<file path="src/rtl/ram_port_arbiter.sv">
// Round-robin burst arbiter sharing one RAM port between two requesters.
// Sequences one word per cycle and returns read data after the RAM's 1-cycle latency.
module ram_port_arbiter #(
    parameter int unsigned AWIDTH      = 10,
    parameter int unsigned DESIGN_SIZE = 8,
    parameter int unsigned DWIDTH      = 8,
    parameter int unsigned LEN_W       = 6
) (
    input  logic                          clk,
    input  logic                          reset,
    input  logic                          req0,
    input  logic                          req1,
    input  logic                          we_req0,
    input  logic                          we_req1,
    input  logic [AWIDTH-1:0]             addr_req0,
    input  logic [AWIDTH-1:0]             addr_req1,
    input  logic [LEN_W-1:0]              len_req0,
    input  logic [LEN_W-1:0]              len_req1,
    output logic                          gnt0,
    output logic                          gnt1,
    input  logic [DESIGN_SIZE*DWIDTH-1:0] wdata0,
    input  logic [DESIGN_SIZE*DWIDTH-1:0] wdata1,
    output logic                          wdata_rdy0,
    output logic                          wdata_rdy1,
    output logic [DESIGN_SIZE*DWIDTH-1:0] rdata0,
    output logic [DESIGN_SIZE*DWIDTH-1:0] rdata1,
    output logic                          rvalid0,
    output logic                          rvalid1,
    output logic                          done0,
    output logic                          done1,
    output logic                          busy,
    output logic [AWIDTH-1:0]             ram_addr,
    output logic [DESIGN_SIZE*DWIDTH-1:0] ram_d,
    output logic [DESIGN_SIZE-1:0]        ram_we,
    input  logic [DESIGN_SIZE*DWIDTH-1:0] ram_q
);

    localparam int unsigned WORD_W = DESIGN_SIZE * DWIDTH;
    localparam logic [AWIDTH-1:0] STRIDE = AWIDTH'(DESIGN_SIZE);

    typedef enum logic [1:0] {IDLE, BURST, DRAIN} state_t;

    state_t              state;
    logic                owner;
    logic                we_q;
    logic                last_grant;
    logic [AWIDTH-1:0]   cur_addr;
    logic [LEN_W-1:0]    cnt;
    logic [WORD_W-1:0]   rdata0_q;
    logic [WORD_W-1:0]   rdata1_q;

    logic                pick1;
    logic                sel_we;
    logic [AWIDTH-1:0]   sel_addr;
    logic [LEN_W-1:0]    sel_len;

    // Lone requester wins; on a tie the requester not granted last time wins
    always_comb begin
        pick1    = req1 && (!req0 || !last_grant);
        sel_we   = pick1 ? we_req1   : we_req0;
        sel_addr = pick1 ? addr_req1 : addr_req0;
        sel_len  = pick1 ? len_req1  : len_req0;
    end

    assign gnt0 = !reset && (state == IDLE) && req0 && !pick1;
    assign gnt1 = !reset && (state == IDLE) && pick1;

    // Write data passes straight from the owner to the RAM in the issue cycle
    always_comb begin
        ram_d = '0;
        if (state == BURST && we_q) begin
            ram_d = owner ? wdata1 : wdata0;
        end
    end

    // Read data shows the RAM output while valid, otherwise the last returned word
    assign rdata0 = rvalid0 ? ram_q : rdata0_q;
    assign rdata1 = rvalid1 ? ram_q : rdata1_q;

    always_ff @(posedge clk) begin
        if (reset) begin
            state      <= IDLE;
            owner      <= 1'b0;
            we_q       <= 1'b0;
            last_grant <= 1'b1;
            cur_addr   <= '0;
            cnt        <= '0;
            rdata0_q   <= '0;
            rdata1_q   <= '0;
            wdata_rdy0 <= 1'b0;
            wdata_rdy1 <= 1'b0;
            rvalid0    <= 1'b0;
            rvalid1    <= 1'b0;
            done0      <= 1'b0;
            done1      <= 1'b0;
            busy       <= 1'b0;
            ram_addr   <= '0;
            ram_we     <= '0;
        end else begin
            done0   <= 1'b0;
            done1   <= 1'b0;
            rvalid0 <= 1'b0;
            rvalid1 <= 1'b0;
            if (rvalid0) rdata0_q <= ram_q;
            if (rvalid1) rdata1_q <= ram_q;

            unique case (state)
                IDLE: begin
                    if (req0 || req1) begin
                        owner      <= pick1;
                        last_grant <= pick1;
                        we_q       <= sel_we;
                        cnt        <= sel_len;
                        ram_addr   <= sel_addr;
                        cur_addr   <= sel_addr + STRIDE;
                        ram_we     <= sel_we ? '1 : '0;
                        wdata_rdy0 <= sel_we && !pick1;
                        wdata_rdy1 <= sel_we && pick1;
                        busy       <= 1'b1;
                        state      <= BURST;
                    end
                end
                BURST: begin
                    // A read issued this cycle returns data next cycle
                    rvalid0 <= !we_q && !owner;
                    rvalid1 <= !we_q && owner;
                    if (cnt == '0) begin
                        ram_we     <= '0;
                        wdata_rdy0 <= 1'b0;
                        wdata_rdy1 <= 1'b0;
                        done0      <= !owner;
                        done1      <= owner;
                        state      <= DRAIN;
                    end else begin
                        cnt      <= cnt - LEN_W'(1);
                        ram_addr <= cur_addr;
                        cur_addr <= cur_addr + STRIDE;
                    end
                end
                DRAIN: begin
                    busy  <= 1'b0;
                    state <= IDLE;
                end
                default: state <= IDLE;
            endcase
        end
    end

endmodule

</file>
<file path="config.mk">
export PLATFORM = sky130hd
export DESIGN_NAME = ram_port_arbiter
export DESIGN_NICKNAME = d
export VERILOG_FILES = /design/src/rtl/ram_port_arbiter.sv
export SDC_FILE = /design/constraint.sdc
export NUM_CORES = 1
export LEC_CHECK = 0
export CAP_MARGIN = 30
export CORE_AREA = 5 5 170 172
export CTS_CLUSTER_SIZE = 40
export DETAILED_ROUTE_END_ITERATION = 16
export DIE_AREA = 0 0 175 177
export PLACE_DENSITY = 0.71
export SYNTH_ARGS = -nofsm -noshare
export SYNTH_HDL_FRONTEND = slang
export SYNTH_SLANG_ARGS = --single-unit
</file>
<file path="constraint.sdc">
create_clock -name clk -period 4.4 [get_ports clk]
set_input_delay 0.66 -clock clk [delete_from_list [all_inputs] [get_ports clk]]
set_output_delay 0.66 -clock clk [all_outputs]
set_load 0.02 [all_outputs]
</file>
* After elaboration in Yosys (flattened, before gate mapping)
Index checks and enable logic that the tools add are counted.
** Storage, ports and cells
- Register bits :: 174
- Bits in latches :: 0
- Bits in writable memories :: 0
- Memory bits (read-only) :: 0
- Input bits :: 230
- Logic and storage cells :: 86
- Memories :: 0
** Cells by class
- Add/sub/neg operators :: 3
- Multipliers :: 0
- Divide/modulo/power cells :: 0
- Magnitude comparators :: 0
- Equal/unequal tests :: 5
- Shift-type cells :: 0
- Muxes and demuxes :: 30
- Bitwise logic cells :: 2
- Reductions and logical operators :: 29
** Operators with widths (number)
- 2-to-1 mux 64 bit :: 4
- 2-to-1 mux 10 bit :: 5
- case mux 10 bit (2 select lines) :: 2
- 2-to-1 mux 8 bit :: 3
- adder 10 x 4 -> 10 bit, second input constant :: 2
- 2-to-1 mux 6 bit :: 3
- case mux 8 bit (2 select lines) :: 1
- case mux 6 bit (2 select lines) :: 1
- logical AND 1 bit :: 10
- logical NOT 1 bit :: 6
- logical NOT 6 bit :: 1
- case mux 1 bit (2 select lines) :: 3
- AND reduction 2 bit :: 3
- AND reduction 3 bit :: 2
- subtractor 6 x 1 -> 6 bit, second input constant :: 1
- 2-to-1 mux 1 bit :: 5
- 2-to-1 mux 2 bit :: 2
- inequality test 2 x 1 -> 1 bit, second input constant :: 2
- case mux 2 bit (2 select lines) :: 1
- nonzero test 2 bit :: 2
- OR reduction 3 bit :: 1
- equality test 2 x 1 -> 1 bit, second input constant :: 1
- equality test 2 bit, second input constant :: 1
- logical NOT 2 bit :: 1
- other kinds (4) :: 6

* Longest topological paths before layout
- Depth in word-level cells :: 7
- Depth in mapped cells :: 8

* Least setup slack after synthesis
Ideal clock, no wire load.
- Path kind :: flip-flop to output port
- Start point :: register state[0]
- End point :: output ram_d[10]
- Arrival time :: 1.562 ns
- Required time :: 3.740 ns
- Slack :: 2.178 ns
- Cell stages (with the launch flop) :: 7
- Path buffers :: 3
- Cell sequence :: dfxtp_1 nor2b_4 buf_4 buf_2 nand2_1 clkbuf_1 nor2_1
** Between the ends
- Longest elaborated chain between the ends :: 3
** Ends and longest elaborated chain
- start: declaration :: line 43 : state_t state;
- start signal: assignment :: line 82 : state <= IDLE;
- start signal: assignment :: line 120 : state <= BURST;
- start signal: assignment :: line 133 : state <= DRAIN;
- equality test 2 x 1 -> 1 bit :: line 71 : if (state == BURST && we_q) begin
- logical AND 1 bit :: line 71
- 2-to-1 mux 64 bit :: line 71
- end: declaration :: line 33 : output logic [DESIGN_SIZE*DWIDTH-1:0] ram_d,
Every way passes these cells.

* Final worst setup path
- Start point :: register state[0]
- End point :: output ram_d[37]
Same word-level chain as after synthesis.

==> metrics.cfg <==
[run_status]
outcome=finished, final reports clean

[sta]
setup_viol=0
tightest_slew_ns=1.02
slew-limit-headroom_pct=32.0
clock.fmax_ghz=0.307
rsz0062_at_grt=no
finClkSkew_ns=0.0143
hold_viol_final=0
fin_tns_setup_ns=0
finalWorstSetupSlack_ns=1.14
drv_slew=0
fin_crit_ns=3.26
fin_crit_sh_pct=74.1

[synthesis]
ys_warn_count=0
synth_commonest_cells=dfxtp_1, nor2b_1, mux2_2
synth.distinct_cells=44
yosys-top-cells-area=dfxtp_1, mux2_2, nor2b_1
yosysTopAreaCell=dfxtp_1
syn_area_um2=7860
syn_inst=810
synth_flop_cell=dfxtp_1
ys_seq_area_share_pct=42.5
syn-num-nets=1043
synth_edf_count=0
yosysMostFrequentCell=dfxtp_1
synth_top_area_share_pct=42.5
synthArstFlopShare_pct=0
synth_seq_cells=167
avgSynthCellArea_um2=9.71

[setup_path]
timing_worst_setup_path_type=flip-flop to output port
cp-startpoint=state[0]
cp_max_fo=64
end_kind=output port
cp-endpoint=ram_d[37]
crit_cells=5
required_ns=3.74
rr_worst_depth=7
critical_path.top_delay_family=buffers and inverters
arrival_ns=2.60
path_cells=nor2b_4, nand2_2, buf_4, nor2_1, clkdlybuf4s50_1
r2r_end=cur_addr[7]
start_kind=flip-flop
crit_buf_inv=2
reg2reg_from=state[1]
cp_slowest_cell=clkdlybuf4s50_1
cp_slowest_stage_delay_ns=0.62
r2r_setup_slack_ns=1.85

[clock_tree]
clock-sinks=167
postCtsSetupRepairBufs=0
clk_latency_ns=0.42
cts_made_buffers=17
root_buffer=clkbuf_16
cts_hold_buf=0
cts-resized-gates=0
htreeDepth=4
path_clk_slew_ns=0.07
cts_tree=built
clockBufferDepth=2

[placed_design]
dp_hpwl_mm=24.6
place_ws_ns=1.38
dp_cells=1547
finalWeightedCongestion=0.869
place.port_buffers=448

[floorplan]
io_pins=449
dieArea_um2=31000
fp-row-count=61
die_w_um=175
initial_core_util_pct=28.8
die_y_um=177
core-area_um2=27300

[detailed_routing]
wire_per_inst_um=19.9
ant_nets=0
drcViolationCount=0
vias_per_cell=4.63
first_iter_violations=325
num_vias=7331
drtPass1Iterations=5
wl_mm=31.6

[hold_path]
min_path_type=flip-flop to flip-flop

[global_route]
grtUsageMet3_pct=6.99
grt_usage_pct=19.3
use_met2_pct=33.2
grt.met1_usage_pct=21.9
grt-ovfl-total=0
top_usage_layer=met2
grt_pass1_wl_mm=45.3
grt_max_degree=86
antenna_found_initial=5
first_global_vias=7429

[cells_and_area]
nNetsFinal=1453
syn_to_final_growth_pct=67.7
post_layout_nonfiller_instances=1583
drive_gt1_share_pct=14.8

[pwr]
p_leak_nw=4.99
powerDensity_nw_per_um2=365
peakVddDrop_v=0.000239

[job]
maxCapViolations=0

==> routing by layer <==
metal	up-vias	wire length, um
li1	3545	-
met3	44	2510
met5	-	7
met4	2	974
met1	3446	12400
met2	294	15700
==> cell families (layout without fill, tap and decap cells) <==
group / count (synthesis) / after routing / synth area share [%]
XOR/XNOR: 3 / 3 / 0.334
buffers and inverters: 69 / 492 / 4.23
flip-flops: 167 / 167 / 42.5
other: 0 / 4 / 0
AND/OR/NAND/NOR: 305 / 305 / 19.9
AO/OA/AOI/OAI: 67 / 67 / 5.52
multiplexers: 196 / 196 / 27.0
adder cells (fa/ha/maj): 3 / 3 / 0.477
==> per-stage QoR <==
| stage | hold slack [ns] | cell area (um2) | utilization (%) | power [mW] |
|---|---|---|---|---|
| floorplan | 0.432 | 7860 | - | 2.63 |
| global placement | 0.440 | 12500 | 45.9 | 3.32 |
| detailed placement | 0.444 | 12600 | 46.1 | 3.34 |
| CTS | 0.452 | 13200 | 48.2 | 4.89 |
| global route | 0.478 | 13200 | 48.3 | 5.08 |
| finish | 0.451 | 13200 | 48.3 | 4.82 |
==> power by group <==
part	leakage, nW	total, mW	switching (mW)	internal, mW
logic	3.35	1.56	0.767	0.788
clock network	0.280	1.52	0.662	0.855
registers	1.36	1.75	0.104	1.64
==> flip-flops by register name (all words and copies together) (netlist names), 2 cells and up <==
register / count
cnt: 6
cur_addr: 10
ram_addr: 10
rdata0_q: 64
rdata1_q: 64
state: 2
==> layout by cell type (no fill, tap or decap), types with 6 or more instances in the layout <==
cell             instances
clkbuf_16               17
nand2b_1                 6
nor3_1                   6
nor2b_1                129
nor2_1                  85
buf_4                    8
nand2_1                 53
nand3_1                  8
clkdlybuf4s50_1        447
dfxtp_1                164
a211oi_1                 7
mux2_2                 128
a21oi_1                 35
mux2i_1                 68
==> final cells by class <==
cell class | instances | area (um2)
Fill cell | 2585 | 14100
Sequential cell | 167 | 3350
Multi-Input combinational cell | 574 | 4190
Clock buffer | 19 | 433
Timing Repair Buffer | 458 | 4600
Clock inverter | 13 | 160
Tap cell | 346 | 433
Inverter | 2 | 7.51
Antenna cell | 4 | 10.0
==> worst min-delay path by stage <==
stage / start / to / slack (ns) / depth (start not counted)
CTS: cur_addr[4] / cur_addr[4] / 0.45 / 2
finish: ram_addr[5] / ram_addr[5] / 0.45 / 2
detailed placement: cur_addr[4] / cur_addr[4] / 0.44 / 2
floorplan: cur_addr[4] / cur_addr[4] / 0.43 / 2
global placement: ram_addr[7] / ram_addr[7] / 0.44 / 2
global route: ram_addr[3] / ram_addr[3] / 0.48 / 2
==> worst reg2reg max path, delay by kind of cell, from the launching register on <==
kind                     cells  cell delay, ns
AO/OA/AOI/OAI                2            0.50
flip-flops                   1            0.43
XOR/XNOR                     1            0.15
AND/OR/NAND/NOR              3            1.09
adder cells (fa/ha/maj)      1            0.29
Power figures use the tool's default switching activity.
